### src/rtl/pc_update_unit_if.sv
// pc_update_unit_if: control inputs and PC/EPC/status outputs of the PC update stage
interface pc_update_unit_if;
    logic [31:0] pc_next;
    logic        PCWrite;
    logic        PCWriteCond;
    logic [1:0]  BranchOp;
    logic        zero;
    logic        gt;
    logic        EPCWrite;
    logic        halt_req;
    logic        resume;
    logic [31:0] pc;
    logic [31:0] epc;
    logic        pc_written;
    logic        halted;
    logic        addr_err;
    logic [31:0] write_count;
    modport master (
        output pc_next, PCWrite, PCWriteCond, BranchOp, zero, gt, EPCWrite, halt_req, resume,
        input  pc, epc, pc_written, halted, addr_err, write_count
    );
    modport slave (
        input  pc_next, PCWrite, PCWriteCond, BranchOp, zero, gt, EPCWrite, halt_req, resume,
        output pc, epc, pc_written, halted, addr_err, write_count
    );
endinterface

### src/rtl/pc_update_unit.sv
// pc_update_unit: architectural PC with branch-conditional writes, EPC, halt state and write counter
module pc_update_unit #(
    parameter logic [31:0] RESET_PC = 32'h0000_0000
) (
    input logic clk,
    input logic reset,
    pc_update_unit_if.slave bus
);
    typedef enum logic {RUN, HALT} state_t;
    state_t state, state_nx;
    logic cond, req, aligned, do_write, bad;
    always_comb begin
        cond = bus.BranchOp[1] ? (bus.BranchOp[0] ? bus.gt : !bus.gt)
                               : (bus.BranchOp[0] ? !bus.zero : bus.zero);
        req = bus.PCWrite | (bus.PCWriteCond & cond);
        aligned = bus.pc_next[1:0] == 2'b00;
        do_write = (state == RUN) & req & aligned;
        bad = (state == RUN) & req & !aligned;
        state_nx = (state == RUN) ? ((bad | bus.halt_req) ? HALT : RUN)
                                  : (bus.resume ? RUN : HALT);
    end
    always_ff @(posedge clk) begin
        if (!reset) begin
            state <= RUN;
            bus.pc <= RESET_PC;
            bus.epc <= 32'h0;
            bus.write_count <= 32'h0;
            bus.pc_written <= 1'b0;
            bus.addr_err <= 1'b0;
        end else begin
            state <= state_nx;
            bus.pc <= do_write ? bus.pc_next : bus.pc;
            bus.epc <= bus.EPCWrite ? bus.pc - 32'd4 : bus.epc;
            bus.write_count <= bus.write_count + {31'h0, do_write};
            bus.pc_written <= do_write;
            bus.addr_err <= bad;
        end
    end
    assign bus.halted = state == HALT;
endmodule

### src/flat_wrapper.sv
// flat-port wrapper written by rule: the top's interface ports become plain ports
module pc_update_unit_flat 
#(
    parameter logic [31:0] RESET_PC = 32'h0000_0000
)
  (clk, reset, bus_pc_next, bus_PCWrite, bus_PCWriteCond, bus_BranchOp, bus_zero, bus_gt, bus_EPCWrite, bus_halt_req, bus_resume, bus_pc, bus_epc, bus_pc_written, bus_halted, bus_addr_err, bus_write_count);
  pc_update_unit_if bus_i ();
  input logic clk;
  input logic reset;
  input wire logic [$bits(bus_i.pc_next)-1:0] bus_pc_next;
  input wire logic [$bits(bus_i.PCWrite)-1:0] bus_PCWrite;
  input wire logic [$bits(bus_i.PCWriteCond)-1:0] bus_PCWriteCond;
  input wire logic [$bits(bus_i.BranchOp)-1:0] bus_BranchOp;
  input wire logic [$bits(bus_i.zero)-1:0] bus_zero;
  input wire logic [$bits(bus_i.gt)-1:0] bus_gt;
  input wire logic [$bits(bus_i.EPCWrite)-1:0] bus_EPCWrite;
  input wire logic [$bits(bus_i.halt_req)-1:0] bus_halt_req;
  input wire logic [$bits(bus_i.resume)-1:0] bus_resume;
  output wire logic [$bits(bus_i.pc)-1:0] bus_pc;
  output wire logic [$bits(bus_i.epc)-1:0] bus_epc;
  output wire logic [$bits(bus_i.pc_written)-1:0] bus_pc_written;
  output wire logic [$bits(bus_i.halted)-1:0] bus_halted;
  output wire logic [$bits(bus_i.addr_err)-1:0] bus_addr_err;
  output wire logic [$bits(bus_i.write_count)-1:0] bus_write_count;
  assign bus_i.pc_next = bus_pc_next;
  assign bus_i.PCWrite = bus_PCWrite;
  assign bus_i.PCWriteCond = bus_PCWriteCond;
  assign bus_i.BranchOp = bus_BranchOp;
  assign bus_i.zero = bus_zero;
  assign bus_i.gt = bus_gt;
  assign bus_i.EPCWrite = bus_EPCWrite;
  assign bus_i.halt_req = bus_halt_req;
  assign bus_i.resume = bus_resume;
  assign bus_pc = bus_i.pc;
  assign bus_epc = bus_i.epc;
  assign bus_pc_written = bus_i.pc_written;
  assign bus_halted = bus_i.halted;
  assign bus_addr_err = bus_i.addr_err;
  assign bus_write_count = bus_i.write_count;
  pc_update_unit #(.RESET_PC(RESET_PC)) u_core (.clk(clk), .reset(reset), .bus(bus_i));
endmodule
### config.mk
export PLATFORM = sky130hd
export DESIGN_NAME = pc_update_unit_flat
export DESIGN_NICKNAME = d
export VERILOG_FILES = /design/src/rtl/pc_update_unit_if.sv /design/src/rtl/pc_update_unit.sv /design/src/flat_wrapper.sv
export SDC_FILE = /design/constraint.sdc
export NUM_CORES = 1
export LEC_CHECK = 0
export BUFFER_PORTS_ARGS = -buffer_cell sky130_fd_sc_hd__buf_2
export CAP_MARGIN = 15
export CORE_MARGIN = 2
export CORE_UTILIZATION = 25
export CTS_CLUSTER_SIZE = 24
export DETAILED_ROUTE_END_ITERATION = 6
export GPL_TIMING_DRIVEN = 0
export MAX_ROUTING_LAYER = met4
export PLACE_DENSITY_LB_ADDON = 0.05
export SYNTH_ARGS = -nofsm -noshare
export SYNTH_HDL_FRONTEND = slang
export SYNTH_SLANG_ARGS = --single-unit
### constraint.sdc
create_clock -name clk -period 7 [get_ports clk]
set_input_delay 1.05 -clock clk [delete_from_list [all_inputs] [get_ports clk]]
set_output_delay 1.05 -clock clk [all_outputs]
set_load 0.01 [all_outputs]
* Word level (Yosys, flattened, before mapping) *
Cells that the tools add are included.

cells by class
  bitwise operators = 7
  reduce and logical (&&, ||, !) cells = 4
  multiplexer cells = 6
  add/subtract/negate cells = 2

operators by type and width
  cell                                                                  number
  32-bit by 1-bit adder with 32-bit output                              1
  32-bit by 3-bit subtractor with 32-bit output, second input constant  1
  1-bit two-way mux                                                     6
  1-bit bitwise AND                                                     4
  1-bit logical NOT                                                     3
  2-bit logical NOT                                                     1
  1-bit OR                                                              2
  1-bit inverter                                                        1

storage, ports and cells
  bits of input ports = 43
  register bits = 99

* Longest topological paths before layout *
Gate-level depths: netlist of run 1.

  word-level depth = 10
  gate-level depth with buffers = 11
  mapped depth without buffers = 9

* Worst setup path after synthesis of run 1 *
No wires, ideal clock.

  kind = input -> register
  start point = in bus_zero
  end point = reg u_core.bus.write_count[27]
  path buffers = 2
  setup time = 0.070 ns
  stages on the path = 10
  arrival = 3.904 ns
  slack = 3.025 ns
  path through = or2_2 -> a211o_1 -> a311oi_2 -> buf_2 -> ha_1 -> nand3_1 -> or4_1 -> clkbuf_1 -> or4_1 -> a21oi_1

between the ends
  word-level cells in the longest chain between the ends = 8

ends and longest elaborated chain
  what                                          line                     text
  from (decl)                                   flat_wrapper.sv:14       input wire logic [$bits(bus_i.zero)-1:0] bus_zero;
  1-bit logical NOT                             pc_update_unit.sv:14     : (bus.BranchOp[0] ? !bus.zero : bus.zero);
  1-bit two-way mux (*)                         pc_update_unit.sv:14
  1-bit two-way mux (*)                         pc_update_unit.sv:13     cond = bus.BranchOp[1] ? (bus.BranchOp[0] ? bus.gt : !bus.gt)
  1-bit bitwise AND (*)                         pc_update_unit.sv:15     req = bus.PCWrite | (bus.PCWriteCond & cond);
  1-bit OR (*)                                  pc_update_unit.sv:15
  1-bit bitwise AND (*) (2 in a row)            pc_update_unit.sv:17     do_write = (state == RUN) & req & aligned;
  net u_core.do_write                           pc_update_unit.sv:11     logic cond, req, aligned, do_write, bad;
  32-bit by 1-bit adder with 32-bit output (*)  pc_update_unit.sv:34     bus.write_count <= bus.write_count + {31'h0, do_write};
  to (signal assigned)                          pc_update_unit.sv:34
  to (decl)                                     pc_update_unit_if.sv:24  output pc, epc, pc_written, halted, addr_err, write_count

The timed path passes the listed nets; every way through them passes the cells marked *.
A chain may end at the register's enable or synchronous reset.

* Final worst setup path of run 1 *
Same ends and word-level chain as after synthesis.

==> out/summary.txt, run 1 <==
relative slew slack: 0.4701
Clock Skew: 0.009108 ns
1st-iter DRT viols: 169
gp weighted congestion: 0.7389
Slew Limit Fails: 0
clock power share: 0.382
setup TNS: 0 ns
synth top area cells: dfxtp_1 43%, mux2i_1 7.8%, nand2_1 6.6%
Final HPWL DP: 11.24 mm
flop-to-flop setup slack: 3.20 ns
worst-margin pin slew: 0.7949 ns
TritonCTS Buffers: 9
top cells by count, synth: 99 x dfxtp_1, 81 x nand2_1, 36 x mux2i_1, 34 x o21ai_0, 25 x nor2_1
final-report hold violation count: 0
CP endpoint kind: register
Avg WL per Cell: 16.22 µm
post-route cell area: 5894 µm²
vias per inst: 4.866
Max VDD drop: 0.0001087 V
#FFs+latches synth: 99
die height: 139.7 µm
top-area cell type share of the netlist area: 0.4306
switching pwr: 0.3642 mW
Max-Cap Viols: 0
total gr overflow: 0
Leakage: 2.541 nW
Post-synth ARST share: 0
RSZ-0062 raised after global routing: no
Final #Nets: 727
most instantiated library cell after synthesis: dfxtp_1
Final ANT Viol Nets: 0
Mapped Area: 4603 µm²
Syn Inst Count: 529
Reg clk slew, reported paths: 0.06 ns
Netlist cell types: 47
clock latency on the worst-skew pair: 0.35 ns
post-cts resize count: 0
DP Worst Slack: 2.124 ns
Reg power frac: 0.456
core footprint: 18,020 µm²
row count: 49
Tcrit/Tclk final: 0.6329
Final WS setup: 2.569 ns
area grow syn2layout: 28.05%
f_max: 0.2257 GHz
Setup CP Type: in2reg
Initial Util: 0.2554
sw frac: 0.2704
Synth warnings: 0
overall routing resource usage: 0.1531
clock root buffer: clkbuf_16
Tot Pwr: 1.347 mW
IO Pins: 142
full die area: 19,510 µm²
Post-synth EDFFs: 0
final setup fails: 0
IO buf count: 140
critical path arrival: 4.70 ns
WL final: 14.81 mm
Core Util, Final: 0.3270
Placed Cells: 898
Min Hold Slack: 0.4796 ns
initial antenna violation count: 1
vias in the first global route: 4,200
clk sinks: 99
via count: 4,443
leading area contributor after synthesis: dfxtp_1
CTS tree: done
pin count of the biggest net entering global routing: 15
Power Density: 228.4 nW/µm²
share of cells above drive strength 1: 0.2518
Residual DRC: 0
Final Critical Period: 4.431 ns
required time of the critical path: 7.27 ns
Synth Net Count: 576
die width: 139.7 µm
post-CTS setup buffers: 0
Worst Hold Class: reg2reg
CTS Hold Bufs: 0
Logic pwr share: 0.163
final non-filler cell total: 913
Max Buffers Root-to-Sink: 2
outcome: finished, final reports clean
Top FF cell, synth: dfxtp_1
drt pass-1 iters: 5
Synth Area per Inst: 8.702 µm²
Int Power: 0.9824 mW
largest fanout on the critical path: 11
register area share after synthesis: 0.4306
first-pass GRT wire length: 22.97 mm
H-tree depth: 3
DP Area: 5590 µm²
startpoint types: input pin
-- flip-flops by register name, summed over array words and instances (netlist names) --
| signal | count |
|---|---|
| u_core.bus.addr_err | 1 |
| u_core.bus.epc | 32 |
| u_core.bus.halted | 1 |
| u_core.bus.pc | 32 |
| u_core.bus.pc_written | 1 |
| u_core.bus.write_count | 32 |
-- critical path: stages --
cell	delay, ns
buf_2	0.09
or2_2	0.30
a211o_1	0.30
a311oi_2	0.67
buf_2	0.45
ha_1	0.24
nand3_1	0.25
or4_1	0.54
clkbuf_1	0.23
or4_1	0.44
a21oi_1	0.15
-- final cells by class --
cell class,count,area [µm²]
clock inverters,2,35.03
well taps,229,286.5
fillers,1957,12130
plain buffers,36,173.9
clock buffers,12,266.5
flip-flops and latches,99,1982
multi-input cells,389,2429
diodes,1,2.502
repair buffers,140,700.7
inverters,5,18.77
-- placed cells by master, fill, tap and decap left out, types with 15 or more instances in the layout --
master      n
nand2_1    81
buf_2     143
dfxtp_1    99
o21ai_0    34
or3_1      15
or4_1      20
xor2_1     15
o31ai_1    19
nand3_1    15
nand4_1    16
nor2_1     25
mux2i_1    36
clkbuf_1   24
a21oi_1    22
a31oi_1    17
-- power groups by stage --
stage	Combinational, mW	Sequential (mW)	Clock [mW]
after floorplan	0.126	0.635	0
after global placement	0.220	0.626	0
after detailed placement	0.222	0.627	0
after CTS	0.223	0.614	0.534
after global routing	0.244	0.617	0.550
final	0.219	0.614	0.514
-- metal layers --
layer  vias up  track usage  part of all wire
met2       130       0.2388              0.47
met4         0      0.06211             0.016
li1       2245            -                 -
met1      2051       0.1937              0.45
met3        17      0.03166             0.058
met5         -            -                 0
-- worst paths after layout --
kind / from / endpoint / cells after the start
setup / recovery: bus_zero / u_core.bus.write_count[27] / 11
setup reg to reg: u_core.bus.halted / u_core.bus.write_count[27] / 10
hold reg to reg: u_core.bus.write_count[31] / u_core.bus.write_count[31] / 2
hold / removal: u_core.bus.write_count[31] / u_core.bus.write_count[31] / 2
-- kinds of logic after synthesis --
kind of cell               Yosys count  synth area share
AOI/OAI and AO/OA                  107            0.1430
xor gates and xnor gates            20           0.03805
adders and majority gates            4           0.01087
DFF                                 99            0.4306
buffers and inverters               41           0.04186
and+or+nand+nor                    222            0.2574
muxes                               36           0.07828
Power figures use the tool's default switching activity.
==> run 2: changes to the inputs <==
ABC_AREA = 1   (was unset)
clock period = 4.1 ns   (was 7 ns; I/O delays follow)
==> run 2 against run 1 <==
- utilization down 1.0 points
- clock skew hardly changed
- highest routed layer unchanged
- critical path type unchanged
- critical path depth rose by 7
==> out/summary.txt, run 2 <==
vias per inst: 4.269
worst-margin pin slew: 0.7151 ns
die height: 152.2 µm
final-report hold violation count: 0
Synth warnings: 0
Synth Net Count: 936
Tot Pwr: 2.608 mW
CTS tree: done
gp weighted congestion: 0.8743
largest registers: u_core.bus.epc: 32 flops, u_core.bus.pc: 32 flops, u_core.bus.write_count: 32 flops
Int Power: 1.769 mW
multi-input logic area: 2738 µm²
required time of the critical path: 4.36 ns
H-tree depth: 3
Setup CP Type: in2reg
Post-synth EDFFs: 0
via count: 5,657
IO Pins: 142
clock root buffer: clkbuf_16
final setup fails: 0
TritonCTS Buffers: 9
Top FF cell, synth: dfxtp_1
Logic pwr share: 0.219
leading area contributor after synthesis: dfxtp_1
total gr overflow: 0
Mapped Area: 5488 µm²
row count: 54
overall routing resource usage: 0.1747
Synth Area per Inst: 6.173 µm²
synth top area cells: dfxtp_1 36%, nand2_1 15%, nor2_1 11%
clock latency on the worst-skew pair: 0.36 ns
sw frac: 0.3217
#FFs+latches synth: 99
WL final: 19.64 mm
Max Buffers Root-to-Sink: 2
register area share after synthesis: 0.3611
Worst Hold Class: reg2reg
Min Hold Slack: 0.4681 ns
Reg clk slew, reported paths: 0.07 ns
Final #Nets: 1,087
outcome: finished, final reports clean
most frequent cells in the layout: 217 x nand2_1, 168 x nor2_1, 165 x inv_1
post-cts resize count: 0
initial antenna violation count: 0
commonest non-fill, non-tap cell in the layout: nand2_1
Leakage: 3.579 nW
post-route cell area: 6868 µm²
Synth Area in Simple Gates: 0.4040
relative slew slack: 0.5233
share of cells above drive strength 1: 0.1770
Slew Limit Fails: 0
Residual DRC: 0
post-synthesis mux area share: 0
1st-iter DRT viols: 281
f_max: 0.4050 GHz
number of diodes: 0
Final Critical Period: 2.469 ns
most instantiated library cell after synthesis: nand2_1
xor/xnor share of the synthesized area: 0.01756
Synth Area in Compound Gates: 0.06817
Max-Cap Viols: 0
largest fanout on the critical path: 10
Final HPWL DP: 16.05 mm
Post-Synth Adder-Cell Area: 0.009120
Placed Cells: 1,309
core footprint: 21,690 µm²
Reg area: 1982 µm²
Post-synth ARST share: 0
Filler Cells Inserted: 2,478
CP endpoint kind: register
Power Density: 379.8 nW/µm²
Avg WL per Cell: 14.82 µm
Reg power frac: 0.409
clock power share: 0.373
drt pass-1 iters: 6
DP Area: 6539 µm²
critical path arrival: 2.73 ns
RSZ-0062 raised after global routing: no
IO buf count: 140
first-pass GRT wire length: 30.33 mm
die width: 152.2 µm
final non-filler cell total: 1,325
Syn Inst Count: 889
post-CTS setup buffers: 0
top-area cell type share of the netlist area: 0.3611
Final ANT Viol Nets: 0
Netlist cell types: 33
clk sinks: 99
CTS Hold Bufs: 0
pin count of the biggest net entering global routing: 16
Max VDD drop: 0.0001428 V
startpoint types: input pin
main combinational cell family by area after synthesis: simple AND/OR/NAND/NOR gates
full die area: 23,150 µm²
Initial Util: 0.2530
Clock Skew: 0.009364 ns
Tcrit/Tclk final: 0.6023
switching pwr: 0.8389 mW
top cells by count, synth: 217 x nand2_1, 168 x nor2_1, 165 x inv_1, 99 x dfxtp_1, 46 x nand3_1
setup TNS: 0 ns
area grow syn2layout: 25.15%
vias in the first global route: 5,565
run 2: changes by cell type after synthesis, sizes merged, moves of 26 or more:
cell   delta
nand4    +26
nor2    +151
mux2i    -36
nand3    +33
inv     +163
nand2   +140
run 2: cell families (layout without fill, tap and decap cells):
| family | after synthesis | count (layout) |
|---|---|---|
| adder cells (fa/ha/maj) | 4 | 4 |
| AND/OR/NAND/NOR | 507 | 507 |
| buffers and inverters | 197 | 353 |
| flip-flops | 99 | 99 |
| XOR/XNOR | 11 | 11 |
| AO/OA/AOI/OAI | 71 | 71 |
run 2: critical path, stage by stage:
cell and delay (ns):
buf_2 0.11, inv_2 0.05, nand2_1 0.04, nand3b_1 0.07
nand3_1 0.08, nand2_2 0.15, nand3_4 0.16, buf_6 0.21
inv_1 0.08, ha_1 0.14, ha_1 0.19, nand2_2 0.11
nor2_8 0.17, nand2_2 0.12, nor3b_2 0.21, nand3_1 0.09
nand2_1 0.07, nor2_1 0.04
run 2: routing by layer:
metal  GRT usage  wire length [µm]  part of all wire  vias up
li1            -                 -                 -     3046
met1      0.2092              8977              0.46     2448
met2      0.2846              9096              0.46      130
met3     0.02873               781             0.040       33
met4     0.08767               782             0.040        0
met5           -                 0                 0        -
run 2: worst paths after layout:
check,start,endpoint,slack (ns),cells after the start
setup / recovery,bus_BranchOp[1],u_core.bus.write_count[18],1.63,18
hold / removal,u_core.bus.write_count[31],u_core.bus.write_count[31],0.47,2
setup reg to reg,u_core.bus.halted,u_core.bus.write_count[18],1.88,13
hold reg to reg,u_core.bus.write_count[31],u_core.bus.write_count[31],0.47,2
run 2: power by group through the flow:
stage	Combinational, mW	Clock, mW	Sequential (mW)
final	0.571	0.972	1.07
after global routing	0.647	1.04	1.07
after CTS	0.575	1.01	1.07
after detailed placement	0.573	0	1.09
after global placement	0.573	0	1.09
after floorplan	0.341	0	1.10
run 2: area by class of cell:
type,count,share of cell area
plain buffers,28,0.01949
clock buffers,12,0.03735
clock inverters,4,0.01057
inverters,169,0.09237
multi-input cells,593,0.3986
flip-flops and latches,99,0.2886
well taps,280,0.05101
repair buffers,140,0.1020
run 2: metrics by stage:
step,worst slack [ns],util
after CTS,1.596,0.3167
after global routing,1.374,0.3167
after detailed placement,1.205,0.3015
after floorplan,1.734,-
final,1.631,0.3167
after global placement,1.233,0.3015
